===== src/rtl/vector_pe_pkg.sv =====
// vector_pe_pkg: shared types and helpers for the vector processing element.
//   state_e  : accumulate-stage FSM encoding (IDLE, ACC).
//   PROD_W / SUM_W : product and adder-tree widths for the default
//                    configuration (DATA_W=16, LANES=4). Each module derives
//                    its own widths from its parameters using the same rule.
//   sat_acc  : clamps a signed value to the signed range of acc_w bits.
package vector_pe_pkg;

    typedef enum logic {
        IDLE = 1'b0,
        ACC  = 1'b1
    } state_e;

    localparam int DEF_LANES  = 4;
    localparam int DEF_DATA_W = 16;
    localparam int DEF_ACC_W  = 32;

    localparam int PROD_W = 2 * DEF_DATA_W;
    localparam int SUM_W  = PROD_W + $clog2(DEF_LANES);

    // The helper works on a fixed 64-bit carrier. The accumulator adder width
    // must therefore stay at or below 64 bits and acc_w below 64.
    localparam int SAT_W = 64;

    function automatic logic signed [SAT_W-1:0] sat_acc(
        input logic signed [SAT_W-1:0] v,
        input int                      acc_w
    );
        logic signed [SAT_W-1:0] hi;
        logic signed [SAT_W-1:0] lo;
        hi = (64'sd1 <<< (acc_w - 1)) - 64'sd1;
        lo = -(64'sd1 <<< (acc_w - 1));
        if (v > hi) begin
            return hi;
        end else if (v < lo) begin
            return lo;
        end
        return v;
    endfunction

endpackage


===== src/rtl/vector_pe_adder_tree.sv =====
// vector_pe_adder_tree: registered signed reduction of LANES products.
//   clk, rst_n : clock and asynchronous active-low reset.
//   prods      : LANES packed signed products, lane i at [i*PROD_W +: PROD_W].
//   sum        : registered signed sum, PROD_W + log2(LANES) bits, so it
//                can never overflow.
// The tree is built as log2(LANES) levels of pairwise adders; every node is
// already at full output width, so the sign extension happens once at the
// leaves.
module vector_pe_adder_tree #(
    parameter int LANES  = 4,
    parameter int PROD_W = 32
) (
    input  logic                                     clk,
    input  logic                                     rst_n,
    input  logic [LANES*PROD_W-1:0]                  prods,
    output logic signed [PROD_W+$clog2(LANES)-1:0]   sum
);

    localparam int SUM_W = PROD_W + $clog2(LANES);
    localparam int LV    = $clog2(LANES);

    for (genvar l = 0; l <= LV; l++) begin : g_lvl
        logic signed [SUM_W-1:0] n [LANES >> l];
        for (genvar i = 0; i < (LANES >> l); i++) begin : g_node
            if (l == 0) begin : g_leaf
                assign n[i] = SUM_W'($signed(prods[i*PROD_W +: PROD_W]));
            end else begin : g_add
                assign n[i] = g_lvl[l-1].n[2*i] + g_lvl[l-1].n[2*i+1];
            end
        end
    end

    always_ff @(posedge clk or negedge rst_n) begin
        if (!rst_n) begin
            sum <= '0;
        end else begin
            sum <= g_lvl[LV].n[0];
        end
    end

endmodule


===== src/rtl/vector_pe.sv =====
// vector_pe: LANES-wide multiply-accumulate processing element.
//   clk, rst_n     : clock, asynchronous active-low reset.
//   neuron, weight : packed signed vectors, lane i at [i*DATA_W +: DATA_W].
//   ctl            : [0] first beat of group, [1] last beat of group.
//   vld_i          : beat valid.
//   clr_err        : synchronous clear of err_o (a same-cycle set wins).
//   result         : signed group result, held until the next vld_o.
//   vld_o          : one-cycle pulse marking a new result.
//   err_o          : sticky framing-error flag.
// Build option: define VECTOR_PE_SAT_EN to saturate every accumulate step to
// the signed ACC_W range; otherwise the accumulator wraps modulo 2^ACC_W.
//
// Handshake: vld_i qualifies neuron/weight/ctl in the cycle it is high; there
// is no backpressure, so every valid beat is consumed on the edge it is
// sampled. vld_o is a single-cycle pulse with no ready; the consumer must take
// result in that cycle (it also stays stable until the next pulse).
//
// Pipeline, beat sampled at edge k:
//   k   : lane products   (prod_q, v1_q, c1_q)
//   k+1 : adder-tree sum  (sum_q,  v2_q, c2_q)
//   k+2 : accumulator/FSM (acc_q, state_q, emit_q, err_o)
//   k+3 : result, vld_o
module vector_pe
    import vector_pe_pkg::*;
#(
    parameter int LANES  = DEF_LANES,
    parameter int DATA_W = DEF_DATA_W,
    parameter int ACC_W  = DEF_ACC_W
) (
    input  logic                      clk,
    input  logic                      rst_n,
    input  logic [LANES*DATA_W-1:0]   neuron,
    input  logic [LANES*DATA_W-1:0]   weight,
    input  logic [1:0]                ctl,
    input  logic                      vld_i,
    input  logic                      clr_err,
    output logic signed [ACC_W-1:0]   result,
    output logic                      vld_o,
    output logic                      err_o
);

    localparam int PW = 2 * DATA_W;
    localparam int SW = PW + $clog2(LANES);
    // One guard bit above the wider operand keeps the add exact before
    // wrapping or saturating.
    localparam int AW = ((ACC_W > SW) ? ACC_W : SW) + 1;

    // ---------------- stage 1: lane products ----------------
    logic [LANES*PW-1:0] prod_q;
    logic                v1_q;
    logic [1:0]          c1_q;

    always_ff @(posedge clk or negedge rst_n) begin
        if (!rst_n) begin
            prod_q <= '0;
            v1_q   <= 1'b0;
            c1_q   <= 2'b00;
        end else begin
            v1_q <= vld_i;
            // ctl means nothing on a bubble, so it is not carried along.
            c1_q <= vld_i ? ctl : 2'b00;
            for (int i = 0; i < LANES; i++) begin
                prod_q[i*PW +: PW] <= PW'($signed(neuron[i*DATA_W +: DATA_W]))
                                    * PW'($signed(weight[i*DATA_W +: DATA_W]));
            end
        end
    end

    // ---------------- stage 2: adder tree ----------------
    logic signed [SW-1:0] sum_q;
    logic                 v2_q;
    logic [1:0]           c2_q;

    vector_pe_adder_tree #(
        .LANES  (LANES),
        .PROD_W (PW)
    ) u_tree (
        .clk   (clk),
        .rst_n (rst_n),
        .prods (prod_q),
        .sum   (sum_q)
    );

    always_ff @(posedge clk or negedge rst_n) begin
        if (!rst_n) begin
            v2_q <= 1'b0;
            c2_q <= 2'b00;
        end else begin
            v2_q <= v1_q;
            c2_q <= c1_q;
        end
    end

    // ---------------- stage 3: accumulate FSM ----------------
    state_e                state_q, state_d;
    logic signed [ACC_W-1:0] acc_q, acc_d;
    logic                  emit_q, emit_d;
    logic                  err_set;
    logic                  start;
    logic signed [AW-1:0]  nxt;

    always_comb begin
        state_d = state_q;
        acc_d   = acc_q;
        emit_d  = 1'b0;
        err_set = 1'b0;
        start   = 1'b0;
        nxt     = '0;
        if (v2_q) begin
            // A missing first-beat marker in IDLE is an implicit start; a
            // first-beat marker inside a group abandons the old group.
            start   = (state_q == IDLE) || c2_q[0];
            err_set = (state_q == IDLE) ? !c2_q[0] : c2_q[0];
            if (start) begin
                nxt = AW'(sum_q);
            end else begin
                nxt = AW'(acc_q) + AW'(sum_q);
            end
            acc_d = step(nxt);
            if (c2_q[1]) begin
                emit_d  = 1'b1;
                state_d = IDLE;
            end else begin
                state_d = ACC;
            end
        end
    end

`ifdef VECTOR_PE_SAT_EN
    function automatic logic signed [ACC_W-1:0] step(input logic signed [AW-1:0] v);
        logic signed [SAT_W-1:0] s;
        logic                    unused_hi;
        s         = sat_acc(SAT_W'(v), ACC_W);
        unused_hi = ^s[SAT_W-1:ACC_W];
        return s[ACC_W-1:0];
    endfunction
`else
    function automatic logic signed [ACC_W-1:0] step(input logic signed [AW-1:0] v);
        logic unused_hi;
        unused_hi = ^v[AW-1:ACC_W];
        return v[ACC_W-1:0];
    endfunction
`endif

    always_ff @(posedge clk or negedge rst_n) begin
        if (!rst_n) begin
            state_q <= IDLE;
            acc_q   <= '0;
            emit_q  <= 1'b0;
            err_o   <= 1'b0;
        end else begin
            state_q <= state_d;
            acc_q   <= acc_d;
            emit_q  <= emit_d;
            if (err_set) begin
                err_o <= 1'b1;
            end else if (clr_err) begin
                err_o <= 1'b0;
            end
        end
    end

    // ---------------- stage 4: output register ----------------
    always_ff @(posedge clk or negedge rst_n) begin
        if (!rst_n) begin
            result <= '0;
            vld_o  <= 1'b0;
        end else begin
            vld_o <= emit_q;
            if (emit_q) begin
                result <= acc_q;
            end
        end
    end

endmodule


===== config.mk =====
export PLATFORM = sky130hd
export DESIGN_NAME = vector_pe
export DESIGN_NICKNAME = d
export VERILOG_FILES = /design/src/rtl/vector_pe_pkg.sv /design/src/rtl/vector_pe_adder_tree.sv /design/src/rtl/vector_pe.sv
export SDC_FILE = /design/constraint.sdc
export NUM_CORES = 2
export LEC_CHECK = 0
export ABC_AREA = 1
export ABC_CLOCK_PERIOD_IN_PS = 3600
export BUFFER_PORTS_ARGS = -buffer_cell sky130_fd_sc_hd__buf_4
export CORE_MARGIN = 8
export CORE_UTILIZATION = 49
export CTS_BUF_LIST = sky130_fd_sc_hd__clkbuf_2
export CTS_CLUSTER_DIAMETER = 40
export DETAILED_ROUTE_END_ITERATION = 16
export GPL_TIMING_DRIVEN = 0
export PLACE_DENSITY = 0.65
export REMOVE_ABC_BUFFERS = 1
export SLEW_MARGIN = 10
export SYNTH_ARGS = -nofsm -noshare
export SYNTH_HDL_FRONTEND = slang
export SYNTH_SLANG_ARGS = --single-unit

===== constraint.sdc =====
create_clock -name clk -period 3.6 [get_ports clk]
set_clock_uncertainty 0.05 [all_clocks]
set_input_delay 0.72 -clock clk [delete_from_list [all_inputs] [get_ports clk]]
set_output_delay 0.72 -clock clk [all_outputs]
set_load 0.01 [all_outputs]

==> qor.log <==
INFO  cells_and_area drive_above_1_share=24.1%
INFO  sta            final-max-slew-violation-count=0
INFO  grt            grt_max_degree=97
INFO  worst_setup_path setup.worst_path.start=neuron[31]
INFO  floorplan      placement_rows=121
INFO  cells_and_area final.fill_count=9,166
INFO  sta            final_period_minus_worst_setup_slack=5.15ns
INFO  sta            timing.slew.headroom=41.1%
INFO  grt            grt_pass1_wl=236,000microns
INFO  grt            aggregate_global_route_resource_usage=24.0%
INFO  placement      gp_congestion=0.938
INFO  floorplan      initial_core_util=49.3%
INFO  floorplan      ios=168
INFO  sta            rsz_0062_raised_after_global_routing=yes
INFO  min_path       hold_start=weight[48]
INFO  floorplan      core_outline_area=0.109sqmm
INFO  yosys          synth.cell_area=0.0536sqmm
INFO  placement      placed_area=0.0557sqmm
INFO  routing        drc=0
INFO  yosys          synthesis.yosys.warnings=0
INFO  cells_and_area area_of_combinational_cells_with_multiple_inputs=0.0450sqmm
INFO  floorplan      floorplan.die_area=0.120sqmm
INFO  clocking       clock_sinks=234
INFO  clocking       cts_root_buffer=clkbuf_2
INFO  yosys          syn-mean-instance-area=8.19squm
INFO  placement      portBuffers=167
INFO  grt            antenna_violations_before_repair=2
INFO  worst_setup_path critical_path.max_fanout=7
INFO  cells_and_area layout.area.seq=0.00586sqmm
INFO  yosys          synth-async-reset-ratio=100%
INFO  yosys          synth_sequential_area_ratio=10.9%
INFO  yosys          synth_top_area_cell=fa_1
INFO  flow_run       max-cap-violations=0
INFO  yosys          synth_top_cells_by_area=fa_1, inv_1, dfrtp_1
INFO  routing        routedWlPerCell=17.9microns
INFO  clocking       clock_transition_at_the_registers_of_the_reported_paths=0.12ns
INFO  yosys          synth_edf_count=0
INFO  sta            worstMarginPinSlew=0.884ns
INFO  worst_setup_path timing.setup.critical_path_class=primary input to flop
INFO  cells_and_area area_delta_synth_final=23.6%
INFO  yosys          postSynth.topFlopCell=dfrtp_1
INFO  sta            max_clock_freq=0.194GHz
INFO  routing        final_antenna_net_count=0
INFO  min_path       holdCritPathClass=primary input to flop
INFO  clocking       clock_tree_from_tritoncts=yes
INFO  sta            final_min_period_over_clock_period=143%
INFO  routing        dr.pass1.iters=6
INFO  worst_setup_path cp_data_arrival_time=5.85ns
INFO  cells_and_area post-route-cell-area=0.0662sqmm
INFO  worst_setup_path setup.worst_path.start_class=primary input
INFO  yosys          postSynthCellCount=6,537
INFO  worst_setup_path ff_to_ff_start=prod_q[33]
INFO  routing        detail_route.wirelength=149,000microns
INFO  yosys          netlist-cell-type-count=48
INFO  clocking       cts_made_buffers=55
INFO  sta            setup_viol_count_final=100
INFO  grt            globalRouteOverflowTotal=0
INFO  clocking       worstSkewPairLatency=0.89ns
INFO  placement      hpwl=112,000microns
INFO  worst_setup_path crit_required=4.30ns
INFO  clocking       clk_path_buf_depth=3
INFO  yosys          ys_ff_latch=234
INFO  floorplan      die_height=347microns
INFO  floorplan      dieWidth=347microns
INFO  sta            timing.final.ws_setup=-1.55ns
INFO  routing        routed-via-count=42,883
INFO  status         run_status=finished, violations left
INFO  cells_and_area num-nets-final=8,502
INFO  sta            hold_viol=0
INFO  routing        drt_iter0_markers=2,377
INFO  status         violations_in_the_final_reports=setup timing
INFO  grt            via_count_of_the_first_global_routing_pass=45,876
INFO  clocking       h-tree-depth=2
INFO  worst_setup_path end_kind=flop
INFO  routing        route.detailed.vias_per_inst=5.15
INFO  yosys          synth_top_cell_area_share=41.5%
## cells by family (layout without fill, tap and decap cells)
logic type	count (synthesis)	count (layout)	synth area share, %
flip-flops	234	234	10.9
multiplexers	31	31	0.652
AO/OA/AOI/OAI	436	436	4.76
XOR/XNOR	175	175	2.88
other	0	1	0
AND/OR/NAND/NOR	2052	2052	15.3
adder cells (fa/ha/maj)	1502	1502	50.7
buffers and inverters	2107	2477	14.8
## what timing repair did
item | CTS | global route
pin swaps | 341 | 440
resized for setup | 986 | 763
buffers inserted | 173 | 167
setup endpoints to repair | 96 | 100
cloned | 6 | 1
hold buffers | 6 | 1
hold endpoints to repair | 61 | 1
## state kept, by name, summed over array words and instances (netlist names)
| register | cells |
|---|---|
| prod_q | 128 |
| acc_q | 32 |
| result | 32 |
| u_tree.sum | 32 |
| c1_q | 2 |
| c2_q | 2 |
| emit_q | 1 |
| err_o | 1 |
| state_q | 1 |
| v1_q | 1 |
| v2_q | 1 |
| vld_o | 1 |
## worst paths after layout
check                                      end  slack (ns)  cells past startpoint
worst min-delay path                prod_q[96]        0.11                      3
max in group asynchronous           prod_q[10]        1.99                      4
worst max register to register  u_tree.sum[31]        0.21                     11
worst max-delay path                prod_q[63]       -1.55                     22
worst min register to register         c2_q[1]        0.31                      0
min in group asynchronous              c1_q[0]        0.28                      2
## cell usage after synthesis (2+ instances only)
library cell and count:
xor2_1 108, nand3_2 5, a21o_1 32, a21boi_0 5, clkbuf_1 241, nand4_1 32, a21oi_2 10, nand3_1 131
nor3_1 37, dfrtp_1 234, o21ai_1 21, a21oi_1 186, buf_1 4, a21boi_4 2, nor2_1 268, o21bai_1 18
nor3_2 5, o21ai_0 120, mux2_2 31, a31oi_1 9, o21a_1 6, ha_1 391, or2_2 16, nor4_1 2
o21ai_2 4, nand2_2 22, xnor2_1 66, o21bai_4 4, o31ai_1 3, inv_1 1856, and3_1 3, nor2_2 8
buf_4 2, fa_1 1111, o211ai_1 7, a221oi_1 6, buf_2 3, nand2_1 1518
## per-layer routing
metal	part of all wire [%]	vias to the layer above	wire (microns)	global-route usage [%]
li1	-	19449	-	-
met1	40	21781	60100	31.9
met2	51	1317	76300	41.9
met3	5.1	334	7590	2.49
met4	3.1	2	4620	6.44
met5	0.0087	-	13	0
## final cells by class
cell class	instances	area share, %
inverters	1857	10.6
clock inverters	20	0.204
flip-flops and latches	234	8.85
repair buffers	522	9.11
multi-input cells	4196	68.0
diodes	1	0.00378
clock buffers	78	0.590
well taps	1414	2.67
## critical path: stages
cell,delay [ns]
buf_16,0.13
nand2_4,0.08
inv_4,0.04
fa_2,0.64
fa_2,0.55
buf_6,0.16
buf_6,0.10
fa_1,0.49
fa_2,0.44
fa_1,0.51
inv_1,0.06
fa_1,0.51
inv_2,0.05
ha_4,0.26
a21oi_4,0.20
o21ai_0,0.17
a21oi_1,0.22
o21ai_1,0.14
nor2_4,0.15
inv_1,0.05
nand2_1,0.06
nand2_2,0.08
## metrics by stage
stage	hold WS [ns]	util (%)	worst slack (ns)	instances	TNS, ns
CTS	0.0157	57.0	-1.33	8155	-96.91
detailed placement	0.285	51.3	-2.96	7872	-226.60
finish	0.110	60.9	-1.55	8322	-109.92
global placement	0.285	51.2	-2.88	7868	-224.09
floorplan	0.281	-	-2.01	6287	-150.73
global route	0.0203	60.9	-1.60	8322	-113.40
## layout by cell type, fill, tap and decap left out, types with 70 or more instances in the layout
| master | n |
|---|---|
| inv_1 | 1671 |
| nand2_1 | 1312 |
| fa_1 | 1036 |
| buf_4 | 287 |
| ha_1 | 275 |
| dfrtp_1 | 233 |
| nor2_1 | 184 |
| inv_2 | 167 |
| nand2_2 | 134 |
| buf_6 | 104 |
| ha_4 | 100 |
| nand3_1 | 92 |
| nand2_4 | 88 |
| a21oi_1 | 88 |
| clkbuf_2 | 78 |
| fa_2 | 75 |
| xor2_1 | 70 |
| o21ai_0 | 70 |
Power is left out: the tool's default activity adds up to more than one toggle a clock period on the data nets, which glitch-free logic cannot reach.
